<file path="src/rtl/ascon_ct_streamer_if.sv">
// Output stream of the ASCON ciphertext/tag streamer: 32-bit word with byte keep,
// tag/last framing and a valid/ready handshake.
interface ascon_ct_streamer_if;
    logic [31:0] out_data;
    logic [3:0]  out_keep;
    logic        out_tag;
    logic        out_last;
    logic        out_valid;
    logic        out_ready;

    modport master (
        output out_data, out_keep, out_tag, out_last, out_valid,
        input  out_ready
    );

    modport slave (
        input  out_data, out_keep, out_tag, out_last, out_valid,
        output out_ready
    );
endinterface

</file>
<file path="src/rtl/ascon_ct_streamer.sv">
// Buffers 64-bit ASCON output blocks and the 128-bit tag, and re-emits them as a
// 32-bit valid/ready stream with byte keep, tag marking and end-of-message framing.
//
// state | meaning
// IDLE  | output slot empty, waiting for a block or a pending tag
// W0    | slot holds word 0 (bytes 0..3) of the FIFO head block
// W1    | slot holds word 1 (bytes 4..7) of the FIFO head block
// TAG   | slot holds tag word tc (0..3); word 3 carries out_last
module ascon_ct_streamer #(
    parameter int DEPTH = 4
) (
    input  logic                     clk,
    input  logic                     nRST,
    input  logic [63:0]              CTblock,
    input  logic [3:0]               CTlen,
    input  logic                     CTv,
    input  logic [127:0]             Tag,
    input  logic                     Tv,
    input  logic                     clear,
    ascon_ct_streamer_if.master      strm,
    output logic [$clog2(DEPTH):0]   level,
    output logic                     overflow,
    output logic                     busy
);
    localparam int PW = $clog2(DEPTH);
    localparam int LW = PW + 1;

    typedef enum logic [1:0] {IDLE, W0, W1, TAG} state_t;

    logic [63:0]   mem_data [DEPTH];
    logic [3:0]    mem_len  [DEPTH];
    logic [PW-1:0] wr_ptr, rd_ptr, nxt_ptr;
    logic [127:0]  tag_reg;
    logic          tag_pend;
    state_t        state;
    logic [1:0]    tc;
    logic [31:0]   data_q, tag_nxt;
    logic [3:0]    keep_q, head_len, nxt_len, clen;
    logic          tag_q, last_q, valid_q;
    logic          ct_hit, push, accept, can_adv, pop, tag_done;
    logic [LW-1:0] avail;
    logic [63:0]   nxt_data;

    function automatic logic [3:0] keep_of(input logic [3:0] n);
        return (n >= 4'd4) ? 4'hF : ~(4'hF >> n);
    endfunction

    assign clen     = (CTlen > 4'd8) ? 4'd8 : CTlen;
    assign ct_hit   = CTv & (CTlen != 4'd0);
    assign push     = ct_hit & (level < LW'(DEPTH)) & ~clear;
    assign accept   = valid_q & strm.out_ready;
    assign can_adv  = ~valid_q | strm.out_ready;
    assign head_len = mem_len[rd_ptr];
    assign pop      = accept & (((state == W0) & (head_len <= 4'd4)) | (state == W1));
    assign tag_done = accept & (state == TAG) & (tc == 2'd3);
    // Head after this edge's pop; lets the slot reload without a bubble.
    assign nxt_ptr  = rd_ptr + PW'(pop);
    assign avail    = level - LW'(pop);
    assign nxt_data = mem_data[nxt_ptr];
    assign nxt_len  = mem_len[nxt_ptr];

    always_comb begin
        tag_nxt = tag_reg[31:0];
        unique case (tc)
            2'd0:    tag_nxt = tag_reg[95:64];
            2'd1:    tag_nxt = tag_reg[63:32];
            default: tag_nxt = tag_reg[31:0];
        endcase
    end

    always_ff @(posedge clk) begin
        if (push) begin
            mem_data[wr_ptr] <= CTblock;
            mem_len[wr_ptr]  <= clen;
        end
    end

    always_ff @(posedge clk or negedge nRST) begin
        if (!nRST) begin
            wr_ptr <= '0;
            rd_ptr <= '0;
            level  <= '0;
        end else if (clear) begin
            wr_ptr <= '0;
            rd_ptr <= '0;
            level  <= '0;
        end else begin
            if (push)
                wr_ptr <= wr_ptr + 1'b1;
            rd_ptr <= nxt_ptr;
            level  <= level + LW'(push) - LW'(pop);
        end
    end

    // A tag arriving while one is still pending is dropped, never queued.
    always_ff @(posedge clk or negedge nRST) begin
        if (!nRST) begin
            tag_reg  <= '0;
            tag_pend <= 1'b0;
        end else if (clear || tag_done) begin
            tag_pend <= 1'b0;
        end else if (Tv && !tag_pend) begin
            tag_reg  <= Tag;
            tag_pend <= 1'b1;
        end
    end

    always_ff @(posedge clk or negedge nRST) begin
        if (!nRST)
            overflow <= 1'b0;
        else if (clear)
            overflow <= 1'b0;
        else if ((ct_hit && level == LW'(DEPTH)) || (Tv && tag_pend))
            overflow <= 1'b1;
    end

    always_ff @(posedge clk or negedge nRST) begin
        if (!nRST) begin
            state   <= IDLE;
            tc      <= 2'd0;
            data_q  <= '0;
            keep_q  <= '0;
            tag_q   <= 1'b0;
            last_q  <= 1'b0;
            valid_q <= 1'b0;
        end else if (clear) begin
            state   <= IDLE;
            tc      <= 2'd0;
            data_q  <= '0;
            keep_q  <= '0;
            tag_q   <= 1'b0;
            last_q  <= 1'b0;
            valid_q <= 1'b0;
        end else if (can_adv) begin
            if (state == W0 && head_len > 4'd4) begin
                data_q <= mem_data[rd_ptr][31:0];
                keep_q <= keep_of(head_len - 4'd4);
                state  <= W1;
            end else if (state == TAG && tc != 2'd3) begin
                tc     <= tc + 2'd1;
                data_q <= tag_nxt;
                last_q <= (tc == 2'd2);
            end else if (avail != '0) begin
                data_q  <= nxt_data[63:32];
                keep_q  <= keep_of(nxt_len);
                tag_q   <= 1'b0;
                last_q  <= 1'b0;
                valid_q <= 1'b1;
                state   <= W0;
            // A block landing this edge must go out ahead of the pending tag.
            end else if (tag_pend && !push && state != TAG) begin
                data_q  <= tag_reg[127:96];
                keep_q  <= 4'hF;
                tag_q   <= 1'b1;
                last_q  <= 1'b0;
                valid_q <= 1'b1;
                tc      <= 2'd0;
                state   <= TAG;
            end else begin
                data_q  <= '0;
                keep_q  <= '0;
                tag_q   <= 1'b0;
                last_q  <= 1'b0;
                valid_q <= 1'b0;
                state   <= IDLE;
            end
        end
    end

    assign strm.out_data  = data_q;
    assign strm.out_keep  = keep_q;
    assign strm.out_tag   = tag_q;
    assign strm.out_last  = last_q;
    assign strm.out_valid = valid_q;
    assign busy = (level != '0) | tag_pend | valid_q;
endmodule

</file>
<file path="src/flat_wrapper.sv">
// flat-port wrapper written by rule: the top's interface ports become plain ports
module ascon_ct_streamer_flat 
#(
    parameter int DEPTH = 4
)
  (clk, nRST, CTblock, CTlen, CTv, Tag, Tv, clear, level, overflow, busy, strm_out_data, strm_out_keep, strm_out_tag, strm_out_last, strm_out_valid, strm_out_ready);
  ascon_ct_streamer_if strm_i ();
  input  logic clk;
  input  logic nRST;
  input  logic [63:0] CTblock;
  input  logic [3:0] CTlen;
  input  logic CTv;
  input  logic [127:0] Tag;
  input  logic Tv;
  input  logic clear;
  output logic [$clog2(DEPTH):0] level;
  output logic overflow;
  output logic busy;
  output wire logic [$bits(strm_i.out_data)-1:0] strm_out_data;
  output wire logic [$bits(strm_i.out_keep)-1:0] strm_out_keep;
  output wire logic [$bits(strm_i.out_tag)-1:0] strm_out_tag;
  output wire logic [$bits(strm_i.out_last)-1:0] strm_out_last;
  output wire logic [$bits(strm_i.out_valid)-1:0] strm_out_valid;
  input wire logic [$bits(strm_i.out_ready)-1:0] strm_out_ready;
  assign strm_out_data = strm_i.out_data;
  assign strm_out_keep = strm_i.out_keep;
  assign strm_out_tag = strm_i.out_tag;
  assign strm_out_last = strm_i.out_last;
  assign strm_out_valid = strm_i.out_valid;
  assign strm_i.out_ready = strm_out_ready;
  ascon_ct_streamer #(.DEPTH(DEPTH)) u_core (.clk(clk), .nRST(nRST), .CTblock(CTblock), .CTlen(CTlen), .CTv(CTv), .Tag(Tag), .Tv(Tv), .clear(clear), .strm(strm_i), .level(level), .overflow(overflow), .busy(busy));
endmodule
</file>
<file path="config.mk">
export PLATFORM = sky130hd
export DESIGN_NAME = ascon_ct_streamer_flat
export DESIGN_NICKNAME = d
export VERILOG_FILES = /design/src/rtl/ascon_ct_streamer_if.sv /design/src/rtl/ascon_ct_streamer.sv /design/src/flat_wrapper.sv
export SDC_FILE = /design/constraint.sdc
export NUM_CORES = 1
export LEC_CHECK = 0
export CAP_MARGIN = 40
export CORE_ASPECT_RATIO = 1.4
export CORE_MARGIN = 4
export CORE_UTILIZATION = 35
export CTS_CLUSTER_DIAMETER = 100
export DETAILED_ROUTE_END_ITERATION = 10
export PLACE_DENSITY = 0.63
export SYNTH_ARGS = -nofsm -noshare
export SYNTH_HDL_FRONTEND = slang
export SYNTH_SLANG_ARGS = --single-unit
</file>
<file path="constraint.sdc">
create_clock -name clk -period 4.39 [get_ports clk]
set_input_delay 0.6585 -clock clk [delete_from_list [all_inputs] [get_ports clk]]
set_output_delay 0.6585 -clock clk [all_outputs]
set_load 0.01 [all_outputs]
</file>
After elaboration in Yosys (flattened, before gate mapping). Memory sizes are Yosys's and may differ from the RTL's. Index checks and enable logic that the tools add are counted.

Add/subtract/negate cells: 7. Order comparisons: 6. Equality and inequality tests: 13. Shifts and indexed selects: 2. Mux-type cells: 53. Bitwise operators: 17. Reductions and logical operators: 25.

Operator list (count): $mux 32 (6); $pmux 32 s2 (1); $mux 4 (9); $mux 2 (15); $mux 1 (21); $reduce_bool 3->1 (3); $and 1x1->1 (8); $eq 2x2->1 const B (4); $ge 4x3->1 const B (2); $ne 2x2->1 const B (4); $not 4->4 (2); $reduce_bool 2->1 (4); $shr 4x4->4 const A (2); $logic_and 1x1->1 (7); $ne 3x2->1 const B (2); $reduce_and 2->1 (3); $sub 3x1->3 (2); $add 2x1->2 const B (2); $eq 2x1->1 const B (2); $gt 4x3->1 const B (1); $gt 4x4->1 const B (1); $le 4x3->1 const B (1); $or 1x1->1 (4); $reduce_and 4->1 (1); 12 further kinds (16).

Register bits: 180. RAM bits: 272. Input bits: 202. Output and inout port bits: 44. Word-level logic and storage cells: 138. Memories: 2.

Memories: u_core.mem_data (depth 4, width 64, rd ports 2, clocked after memory_dff 0, write ports 1, RTL line ascon_ct_streamer.sv:30) `logic [63:0] mem_data [DEPTH];`; u_core.mem_len (depth 4, width 4, rd ports 2, clocked after memory_dff 0, write ports 1, RTL line ascon_ct_streamer.sv:31) `logic [3:0] mem_len [DEPTH];`.

Longest topological paths before layout. An unclocked memory read counts as a cell.

Depth after elaboration: 15. Mapped depth: 19. Mapped depth without buffers: 16.

Least setup slack after synthesis. Ideal clock, no wire load.

Path type: reg-to-reg. From: register u_core.rd_ptr[1]. To: register u_core.data_q[19], in the netlist u_core.strm.out_data[19]. Setup time: 0.142 ns. Arrival: 4.206 ns. Required time: 4.248 ns. Slack: 0.042 ns. Cell stages (with the launch flop): 17. Buffers on the path: 4. Clock period less this slack: 4.348 ns. Cell sequence: dfrtp_1 buf_1 clkbuf_1 mux2_1 ha_1 and4b_1 nor3_1 o21ai_0 and3_1 ha_1 buf_2 buf_2 mux4_2 a21oi_1 nand2_1 a22oi_1 a211oi_1.

Word-level cells in the longest chain between the ends: 12.

Ends and longest elaborated chain: start, declared (RTL line ascon_ct_streamer.sv:32) `logic [PW-1:0] wr_ptr, rd_ptr, nxt_ptr;`; start signal, assigned (RTL line ascon_ct_streamer.sv:90) `rd_ptr <= nxt_ptr;`; $mem_v2 4x4; $le 4x3->1 (RTL line ascon_ct_streamer.sv:54) `assign pop = accept & (((state == W0) & (head_len <= 4'd4)) | (state == W1));`; $and 1x1->1 (RTL line ascon_ct_streamer.sv:54); $or 1x1->1 (RTL line ascon_ct_streamer.sv:54); $and 1x1->1 (RTL line ascon_ct_streamer.sv:54); $add 2x1->2 or $sub 3x1->3 (tied branches) (RTL line ascon_ct_streamer.sv:57, ascon_ct_streamer.sv:58); $mem_v2 4x64 or $reduce_bool 3->1 (tied branches); $mux 32 (RTL line ascon_ct_streamer.sv:143) `end else if (avail != '0) begin`; $mux 32 (RTL line ascon_ct_streamer.sv:139) `end else if (state == TAG && tc != 2'd3) begin`; $mux 32 * (RTL line ascon_ct_streamer.sv:135) `if (state == W0 && head_len > 4'd4) begin`; $mux 32 * (RTL line ascon_ct_streamer.sv:134) `end else if (can_adv) begin`; $mux 32 * (RTL line ascon_ct_streamer.sv:126) `end else if (clear) begin`; end signal, assigned (RTL line ascon_ct_streamer.sv:136) `data_q <= mem_data[rd_ptr][31:0];`; end signal, assigned (RTL line ascon_ct_streamer.sv:141) `data_q <= tag_nxt;`; end signal, assigned (RTL line ascon_ct_streamer.sv:144) `data_q <= nxt_data[63:32];`; end, declared (RTL line ascon_ct_streamer.sv:37) `logic [31:0] data_q, tag_nxt;`.

Mark *: on every way between the ends. The rest lies on a longest branch, timed or not. The select of a mux whose other input is x is not followed. A chain may end at the register's enable or synchronous reset.

Worst setup path in the final report.
From: register u_core.rd_ptr[0]. To: register u_core.keep_q[3], in the netlist u_core.strm.out_keep[3].

Word-level cells in the longest chain between the ends: 15.

Ends and longest elaborated chain: parallel branches: the longest is 15 deep, another holds $mem_v2 4x4; end signal, assigned (RTL line ascon_ct_streamer.sv:137) `keep_q <= keep_of(head_len - 4'd4);`; end signal, assigned (RTL line ascon_ct_streamer.sv:145) `keep_q <= keep_of(nxt_len);`; end, declared (RTL line ascon_ct_streamer.sv:38) `logic [3:0] keep_q, head_len, nxt_len, clen;`.

Parallel ways; which one is timed is not known. The select of a mux whose other input is x is not followed.

==> impl_metrics.yaml <==
run_status:
  status: "completed"
placement:
  placed_area_mm2: 0.02203
  gp_congestion: 0.8262
  numPortBuffers: 245
  placedCellCount: 2063
  place.detailed.hpwl_mm: 35.07
logic_synthesis:
  synth_mux_area_frac: 0.1659
  synth_compound_area_frac: 0.06818
  async_reset_ff_frac: 0.3982
  ys_top_cells_by_area: "edfxtp_1, dfrtp_1, mux4_2"
  synth_top_cell_by_area: "edfxtp_1"
  yosysSeqAreaShare: 0.6824
  synth_xor_area_frac: 0.002830
  yosysWarnings: 0
  synth_top_family_by_area: "multiplexers"
  synth_area_mm2: 0.01857
  synth-simple-area-share: 0.05020
  synth_edf_count: 272
  ys_seq_elements: 452
  yosysTopAreaCellShare: 0.4398
  synth_cell_types: 48
  synthCells: 1164
  synth_adder_area_share: 0.01118
  synthFlopType: "edfxtp_1"
  syn_area_per_cell_um2: 15.95
  syn-num-nets: 1382
sta:
  hold_viol: 0
  min_period_ns: 4.044
  slew_viol_final: 0
  rsz0062_at_grt: "false"
  slew_headroom: 0.4284
  worst_slew_pin_slew_ns: 0.8574
  final.setup.tns_ns: 0
  setup_viol: 0
  clock_skew_ns: 0.02297
  fmax_mhz: 247.3
  finalCritPeriodShare: 0.9212
floorplanning:
  boundaryPins: 246
  core_mm2: 0.05227
  std_cell_rows: 99
  die_h_um: 280.5
  die_w_um: 202.7
  start_util: 0.3553
  die_area_mm2: 0.05686
clock_network:
  cts_max_path_buffers: 3
  clk_pin_slew_ns: 0.06
  ctsHoldBuffers: 0
  cts_tree: "done"
  postCtsSetupRepairBufs: 0
  htreeDepth: 2
  cts-root-buf: "clkbuf_16"
  cts_buffers: 45
  cts_resized: 0
  cts_sinks: 452
  clk_latency_ns: 0.57
routing:
  drc_errors: 0
  vias_per_cell: 5.207
  first_pass_iters: 5
  routed_wl_mm: 50.86
  drt_iter0_drc: 786
  vias: 11216
  ant_nets: 0
  wl_per_cell_um: 23.61
hold_path:
  hold_path_class: "in -> async"
power_and_ir_drop:
  swShare: 0.2849
  clkPwrFrac: 0.324
  cellInternalPower_mw: 8.758
  p_per_area_mw_per_mm2: 519.7
  seqPwrFrac: 0.443
  ir_drop_mv: 0.2401
  power_leakage_nw: 8.304
  p_switching_mw: 3.490
  pwr-share-comb: 0.233
global_route:
  grt_antenna_before_repair: 16
  grt_overflow: 0
  grt.total_usage: 0.1743
  grt_pass1_wl_mm: 75.58
  grt_pass1_vias: 11727
  grt_max_degree: 93
finish:
  area_growth_pct: 26.90
  layout-drive-gt1-share: 0.2099
  multi_input_area_mm2: 0.005607
  final_area_mm2: 0.02357
  regArea_mm2: 0.01267
  nets: 1621
  fillers: 4631
  largest_reg_flops: 256
  final_cells: 2154
setup_path:
  critPathTopFamily: "compound AO/OA/AOI/OAI gates"
  cp_cell_sequence: "mux4_2, ha_1, and4b_1, nor3_1, o21ai_0, and3_1, ha_2, buf_12, mux2i_1, nand3_1, a21oi_1, o211ai_1, o22ai_2, a211oi_1"
  arrival_ns: 4.46
  critPathSlowestCell: "mux4_2"
  crit_path_start_kind: "register"
  slowest_delay_ns: 0.57
  crit_type: "reg -> reg"
  crit_required_ns: 4.80
  critical_path_buf_inv_count: 1
  crit_fanout: 28
  endpoint_kind: "register"
job:
  cap_violations: 0
area by class of cell:
cell class / instances / area share
diodes: 8 / 0.0008495
clock buffers: 61 / 0.05208
inverters: 8 / 0.001274
multi-input cells: 622 / 0.2379
clock inverters: 22 / 0.01237
repair buffers: 274 / 0.1201
flip-flops and latches: 452 / 0.5378
well taps: 707 / 0.03754
per-layer routing:
| layer | up-vias | share of wire | global-route usage |
|---|---|---|---|
| li1 | 5013 | - | - |
| met1 | 5771 | 0.42 | 0.2296 |
| met2 | 334 | 0.49 | 0.2848 |
| met3 | 82 | 0.067 | 0.04602 |
| met4 | 16 | 0.028 | 0.05504 |
| met5 | - | 0.0020 | 0 |
per-stage QoR:
| step | worst slack (ns) | power (mW) | hold slack, ns | util |
|---|---|---|---|---|
| 2_1_floorplan | 0.04178 | 6.993 | 0.3629 | - |
| 3_3_place_gp | 0.4275 | 8.286 | 0.4676 | 0.4202 |
| 3_5_place_dp | 0.3719 | 8.372 | 0.4745 | 0.4214 |
| 4_1_cts | 0.3163 | 12.36 | 0.1716 | 0.4505 |
| 5_1_grt | 0.06703 | 12.77 | 0.1873 | 0.4505 |
| 6_report | 0.3460 | 12.25 | 0.1166 | 0.4508 |
cell families (layout without fill, tap and decap cells):
| kind of cell | after synthesis | count (layout) |
|---|---|---|
| mux | 208 | 208 |
| flops | 452 | 452 |
| simple gates | 205 | 205 |
| xor+xnor | 6 | 6 |
| other cells | 0 | 8 |
| compound gates | 187 | 187 |
| fa+ha+maj | 16 | 16 |
| buf+inv | 90 | 365 |
placed cells by master, fill, tap and decap left out, types with 16 or more instances in the layout:
cell type        count
edfxtp_1           272
nand3_1             40
dfrtp_1            178
buf_4               16
a22oi_1             33
nor2_1              52
clkbuf_16           46
a221oi_1            32
mux4_2              67
nand2_1             74
a211oi_1            34
mux2_2             120
a21oi_1             75
clkdlybuf4s50_1    243
worst paths after layout:
path	start	end	slack [ns]	cells past startpoint
max	u_core.rd_ptr[0]	u_core.strm.out_keep[3]	0.35	14
min	nRST	u_core.level[2]	0.12	1
max reg2reg	u_core.rd_ptr[0]	u_core.strm.out_keep[3]	0.35	14
min reg2reg	u_core.tag_reg[4]	u_core.tag_reg[4]	0.48	1
max in group asynchronous	nRST	u_core.tag_reg[50]	3.29	2
min in group clk	u_core.tag_reg[4]	u_core.tag_reg[4]	0.48	1
worst register-to-register path, delay by kind of cell (launching register included):
kind,cells,cell delay (ns)
AND/OR/NAND/NOR,4,0.79
multiplexers,2,0.88
adder cells (fa/ha/maj),2,0.63
flip-flops,1,0.49
buffers and inverters,1,0.24
AO/OA/AOI/OAI,5,0.87
synth_stat cells, drive strengths merged (19+ instances only):
| cell | instances |
|---|---|
| mux4 | 67 |
| nor2 | 54 |
| a211oi | 34 |
| a21oi | 75 |
| clkbuf | 63 |
| buf | 19 |
| mux2 | 129 |
| nand2 | 74 |
| a221oi | 32 |
| dfrtp | 180 |
| a22oi | 33 |
| nand3 | 40 |
| edfxtp | 272 |
power by group through the flow:
stage          clock network, mW  registers, mW  logic, mW
4_1_cts                     4.05           5.42       2.88
3_3_place_gp                   0           5.48       2.80
6_report                    3.97           5.42       2.86
2_1_floorplan                  0           5.48       1.52
5_1_grt                     4.22           5.47       3.08
3_5_place_dp                   0           5.51       2.87
Note: power is estimated with default switching activity, not from simulation.
